## src/rtl/ifu_fetch.sv

```systemverilog
// ifu_fetch: instruction fetch stage, holds the PC and fetches one word per instruction
//  clk, rst_n                     clock, asynchronous active-low reset
//  req_valid/req_ready/req_addr   instruction memory read request (one outstanding)
//  rsp_valid/rsp_data/rsp_err     instruction memory response
//  out_valid/out_ready            instruction handoff to decode
//  out_pc/out_inst/out_exc        fetched pc, word, exception (01 misaligned, 10 fault)
//  redirect_valid/redirect_pc     pc redirect from execute
//  halt                           stop fetching, sticky until reset
module ifu_fetch #(
  parameter logic [31:0] RESET_PC = 32'h8000_0000,
  parameter logic [31:0] NOP_INST = 32'h0000_0013
) (
  input  logic        clk,
  input  logic        rst_n,
  output logic        req_valid,
  input  logic        req_ready,
  output logic [31:0] req_addr,
  input  logic        rsp_valid,
  input  logic [31:0] rsp_data,
  input  logic        rsp_err,
  output logic        out_valid,
  input  logic        out_ready,
  output logic [31:0] out_pc,
  output logic [31:0] out_inst,
  output logic [1:0]  out_exc,
  input  logic        redirect_valid,
  input  logic [31:0] redirect_pc,
  input  logic        halt
);
  typedef enum logic [2:0] {BOOT, REQ, WAIT, HOLD, HALTED} state_e;
  state_e      state_q, state_d;
  logic [31:0] pc_q, pc_d, inst_q, inst_d;
  logic [1:0]  exc_q, exc_d;
  logic        kill_q, kill_d, drain_q, drain_d;
  logic        mis, req_hs, out_hs;
  assign mis       = |pc_q[1:0];
  assign req_valid = state_q == REQ && !mis;
  assign req_hs    = req_valid && req_ready;
  assign out_valid = state_q == HOLD;
  assign out_hs    = out_valid && out_ready;
  assign req_addr  = pc_q;
  assign out_pc    = pc_q;
  assign out_inst  = inst_q;
  assign out_exc   = exc_q;
  always_comb begin
    state_d = state_q;
    pc_d    = pc_q;
    inst_d  = inst_q;
    exc_d   = exc_q;
    kill_d  = kill_q;
    drain_d = drain_q;
    case (state_q)
      BOOT: state_d = REQ;
      REQ:
        if (halt) begin
          // an accepted request must still have its response drained
          state_d = req_hs ? WAIT : HALTED;
          drain_d = req_hs;
        end else if (redirect_valid) begin
          pc_d    = redirect_pc;
          kill_d  = req_hs;
          state_d = req_hs ? WAIT : REQ;
        end else if (mis) begin
          state_d = HOLD;
          inst_d  = NOP_INST;
          exc_d   = 2'b01;
        end else if (req_hs) state_d = WAIT;
      WAIT: begin
        if (redirect_valid) pc_d = redirect_pc;
        if (rsp_valid) begin
          kill_d  = 1'b0;
          drain_d = 1'b0;
          state_d = (drain_q || halt) ? HALTED : (kill_q || redirect_valid) ? REQ : HOLD;
          inst_d  = rsp_data;
          exc_d   = rsp_err ? 2'b10 : 2'b00;
        end else begin
          kill_d  = kill_q || redirect_valid;
          drain_d = drain_q || halt;
        end
      end
      HOLD:
        if (out_hs && halt) state_d = HALTED;
        else if (redirect_valid || out_hs) begin
          state_d = REQ;
          pc_d    = redirect_valid ? redirect_pc : pc_q + 32'd4;
        end
      default: ;
    endcase
    // nothing valid is held outside HOLD
    if (state_d != HOLD) begin
      inst_d = NOP_INST;
      exc_d  = 2'b00;
    end
  end
  always_ff @(posedge clk or negedge rst_n)
    if (!rst_n) begin
      state_q <= BOOT;
      pc_q    <= RESET_PC;
      inst_q  <= NOP_INST;
      exc_q   <= 2'b00;
      kill_q  <= 1'b0;
      drain_q <= 1'b0;
    end else begin
      state_q <= state_d;
      pc_q    <= pc_d;
      inst_q  <= inst_d;
      exc_q   <= exc_d;
      kill_q  <= kill_d;
      drain_q <= drain_d;
    end
endmodule

```

## config.mk

```make
export PLATFORM = sky130hd
export DESIGN_NAME = ifu_fetch
export DESIGN_NICKNAME = d
export VERILOG_FILES = /design/src/rtl/ifu_fetch.sv
export SDC_FILE = /design/constraint.sdc
export NUM_CORES = 1
export LEC_CHECK = 0
export CORE_UTILIZATION = 37
export CTS_CLUSTER_SIZE = 10
export DETAILED_ROUTE_END_ITERATION = 10
export HOLD_SLACK_MARGIN = 0.12
export PLACE_DENSITY = 0.69
export SYNTH_ARGS = -nofsm -noshare
export SYNTH_HDL_FRONTEND = slang
export SYNTH_SLANG_ARGS = --single-unit
```

## constraint.sdc

```tcl
create_clock -name clk -period 2.2 [get_ports clk]
set_input_delay 0.33 -clock clk [delete_from_list [all_inputs] [get_ports clk]]
set_output_delay 0.33 -clock clk [all_outputs]
set_load 0.02 [all_outputs]
```

Word-level counts from Yosys, hierarchy flattened --
Index checks and enable logic that the tools add are counted.
Word-level totals: flip-flop bits (word level) 71, logic and storage cells 75, output and inout port bits 100, bits of input ports 72
Operators by class: add/subtract/negate cells 1, multiplexer cells 38, eq/ne operators 13, reductions and logical operators 17
Operators with widths (count):
- $mux W32 | 10
- $pmux W32 S3 | 1
- $pmux W32 S2 | 1
- $add A32 B3 Y32 const B | 1
- $mux W3 | 9
- $mux W2 | 8
- $ne A3 B2 Y1 const B | 4
- $pmux W3 S4 | 1
- $ne A2 B2 Y1 const B | 4
- $eq A3 B2 Y1 const B | 2
- $reduce_bool A3 Y1 | 2
- $mux W1 | 5
- $reduce_and A5 Y1 | 1
- $logic_and A1 B1 Y1 | 4
- $pmux W1 S2 | 2
- $pmux W2 S2 | 1
- $reduce_and A4 Y1 | 1
- $eq A3 B1 Y1 const B | 1
- $logic_not A3 Y1 | 1
- $logic_or A1 B1 Y1 | 3
- $ne A3 B3 Y1 const B | 1
- $reduce_and A3 Y1 | 1
- $ne A2 B1 Y1 const B | 1
- $reduce_and A2 Y1 | 1
- 3 further kinds | 3

Longest topological paths before layout --
depth in word-level cells 12, mapped depth 9, mapped depth without buffers 6

Least setup slack after synthesis --
OpenSTA, ideal clock, no wires.
path kind reg2reg, start point register pc_q[9] (netlist: out_pc[9]), end point register pc_q[21] (netlist: out_pc[21]), stages on the path, launching flop included 8, path slack 0.301 ns, library setup time 0.124 ns, arrival 1.775 ns, period minus slack after synthesis 1.899 ns, required time 2.076 ns, buffers on the path 2, cell sequence dfrtp_1 > buf_2 > and4_1 > buf_2 > nand4_1 > or3_1 > o22a_1 > a2bb2oi_1
On the way: longest elaborated chain between the ends 5
Ends and longest elaborated chain:
- start: declaration | line 32 | logic [31:0] pc_q, pc_d, inst_q, inst_d;
- start signal: assignment | line 105 | pc_q <= pc_d;
- $add A32 B3 Y32 | line 85 | pc_d = redirect_valid ? redirect_pc : pc_q + 32'd4;
- $mux W32 | line 85
- $mux W32 | line 83 | else if (redirect_valid || out_hs) begin
- $mux W32 | line 82 | if (out_hs && halt) state_d = HALTED;
- $pmux W32 S3 | line 52 | case (state_q)
Every way passes these cells. The select of a mux whose other input is x is not followed. A chain may end at the register's enable or synchronous reset.

Worst setup path in the final report --
start point register state_q[1], end point output out_valid
On the way: longest elaborated chain between the ends 1
Ends and longest elaborated chain:
- start: declaration | line 31 | state_e state_q, state_d;
- start signal: assignment | line 104 | state_q <= state_d;
- $eq A3 B2 Y1 | line 39 | assign out_valid = state_q == HOLD;
- end: declaration | line 21 | output logic out_valid,
Every way passes these cells.

==> impl_metrics.yaml <==
clock_tree:
  cts.sinks: 71
  clk_latency_ps: 340
  post_cts_buffers: 0
  numCtsBuffers: 9
  htree_levels: 3
  cts_tree: "yes"
  cts.path.max_buffers: 2
  root_buffer: "clkbuf_16"
  clkSlewWorstSetupHoldPaths_ps: 60
die:
  die-area_um2: 12650
  ios: 172
  rows: 39
  initial_utilization_pct: 38.71
  fp.dieH_um: 112.5
  dieWidth_um: 112.5
  fp.coreArea_um2: 11660
logic_synthesis:
  synth_top_cell_area_share_pct: 37.14
  async_flop_share_pct: 100.0
  synth.area.top_cells: "dfrtp_1 (37%), o22ai_1 (6.1%), buf_4 (5.8%)"
  ys_seq_elements: 71
  synthFlopType: "dfrtp_1"
  syn_area_um2: 4514
  synth_edf_count: 0
  yosysWarnings: 0
  synth_seq_area_share_pct: 39.47
  synth_top_cell_by_area: "dfrtp_1"
  mappedNetlistNets: 617
  synth_common_cells: "dfrtp_1 (67), nand2_1 (61), nor2_1 (48)"
  syn_inst: 544
  synth.most_common_cell: "dfrtp_1"
  avgSynthCellArea_um2: 8.298
  yosysUniqueCellTypes: 57
sta:
  finalCriticalPeriod_ps: 2100
  max_freq_mhz: 476.2
  setup_viol: 0
  worst_slack_ps: 100.0
  setup_tns_ps: 0
  worst_clock_skew_ps: 8.703
  fin_hold_ws_ps: 426.1
  tightest_slew_ps: 570.3
  drv_slew: 0
  rsz0062_at_grt: "no"
  post-route-period-util_pct: 95.45
  hold_viol_final: 0
  relSlewSlack_pct: 61.98
critical_path:
  cp-start-kind: "flip-flop"
  worstPathRequired_ps: 1870
  critical_path_arrival_ps: 1770
  crit_type: "reg2out"
  cp-end-kind: "output port"
  rr_startpoint: "out_pc[10]"
  reg2regPathDepth: 5
  crit_fanout: 10
  startpoint: "state_q[1]"
routing:
  drc_errors: 0
  wl_per_cell_um: 16.18
  totalWireLength_um: 13400
  vias: 4648
  viasPerCell: 5.614
  drt.antenna.violating_nets: 0
  drt-initial-drc-count: 254
  first_pass_iters: 5
global_routing:
  antenna_found_initial: 0
  grt_pass1_wl_um: 21600
  met3_usage_pct: 3.726
  grt_max_degree: 72
  grt_pass1_vias: 4503
  top_usage_layer: "met2"
  grt-ovfl-total: 0
  grtUsageTotal_pct: 21.08
  grtUsageMet2_pct: 36.36
  grt.met1_usage_pct: 26.27
flow_run:
  drv_cap: 0
pwr:
  share_seq_of_total_power_pct: 28.7
  power.density_nw_per_um2: 1144
  peakVddDrop_mv: 0.7816
  swShare_pct: 39.84
  p_int_mw: 4.542
  power.share.clock_pct: 22.7
  combPwrFrac_pct: 48.6
  p_switching_mw: 3.008
  cellLeakagePower_nw: 2.493
placed_design:
  hpwl_um: 9501
  place.gp.congestion: 0.8381
  portBuffers: 171
  post-place-ws_ps: 28.87
  dpl.cell_count: 811
finish:
  areaGrowthSynthToFinish_pct: 46.23
  final_util_pct: 56.60
  antennaDiodeCount: 0
  drive_above_1_share_pct: 9.197
  layoutNonFillerInstCount: 828
  final_nets: 753
hold_path:
  hp-class: "in2reg"
  hold_depth: 4
  min-delay-start: "rsp_valid"
run_status:
  status: "complete, no violations"
==> state kept, by name, summed over array words and instances, names as in the netlist <==
| signal | cells |
|---|---|
| out_inst | 32 |
| out_pc | 32 |
| state_q | 3 |
| out_exc | 2 |
| drain_q | 1 |
| kill_q | 1 |
==> per-layer routing <==
metal	vias to the layer above	part of all wire (%)
met4	0	2.1
met2	201	48
li1	2215	-
met1	2204	43
met5	-	0
met3	28	6.9
==> power by group through the flow <==
stage                     Sequential [mW]  Combinational (mW)  Clock (mW)
after floorplan                      2.42                1.96           0
after global placement               2.15                3.63           0
after detailed placement             2.18                3.65           0
after CTS                            2.17                3.68        1.74
after global routing                 2.23                3.89        1.79
final                                2.17                3.67        1.71
==> through the flow <==
stage | cell area, um2 | total power, mW
CTS | 6599 | 7.583
detailed placement | 6233 | 5.831
floorplan | 4514 | 4.389
global route | 6601 | 7.907
global placement | 6233 | 5.786
finish | 6601 | 7.550
==> layout by cell type (no fill, tap or decap), types with 6 or more instances in the layout <==
cell,instances
a21oi_1,47
a22oi_1,31
a2bb2oi_1,6
a31oi_1,7
and4_1,6
buf_12,7
buf_4,18
clkbuf_16,9
clkdlybuf4s50_1,168
dfrtp_1,67
inv_1,37
nand2_1,61
nand2b_1,8
nand3_1,15
nand4_1,7
nor2_1,48
nor3_1,8
o21ai_0,16
o22ai_1,44
==> cell families after synthesis <==
logic type / synth area share [%]
adders and majority gates: 0.2771
and+or+nand+nor: 18.65
AOI/OAI and AO/OA: 27.66
muxes: 0.9423
buffers and inverters: 13.00
DFF: 39.47
==> cell type report <==
cell class | instances | area, um2
fill | 1061 | 5061
multi-input combinational | 364 | 2157
timing repair buffer | 197 | 1989
sequential | 71 | 1782
clock buffer | 10 | 239.0
tap | 143 | 178.9
inverter | 37 | 138.9
clock inverter | 6 | 116.4
==> path summary, 6_finish.rpt <==
check / to / slack [ps]
min in group asynchronous: out_inst[29] / 550
max in group asynchronous: out_inst[1] / 1290
worst max-delay path: out_valid / 100
worst min-delay path: kill_q / 430
worst min register to register: kill_q / 510
worst max register to register: out_pc[21] / 180
==> worst max-delay path, stage by stage (launching register included) <==
cell	delay [ps]
dfrtp_1	340
buf_4	170
nand3b_1	140
inv_1	160
clkdlybuf4s50_1	630
==> repair_timing <==
action	in CTS	in global routing
hold buffers	1	0
endpoints found under the setup margin	0	2
endpoints found under the hold margin	67	0
resized for setup	0	1
No activity file was read; power rests on OpenSTA's default activity.
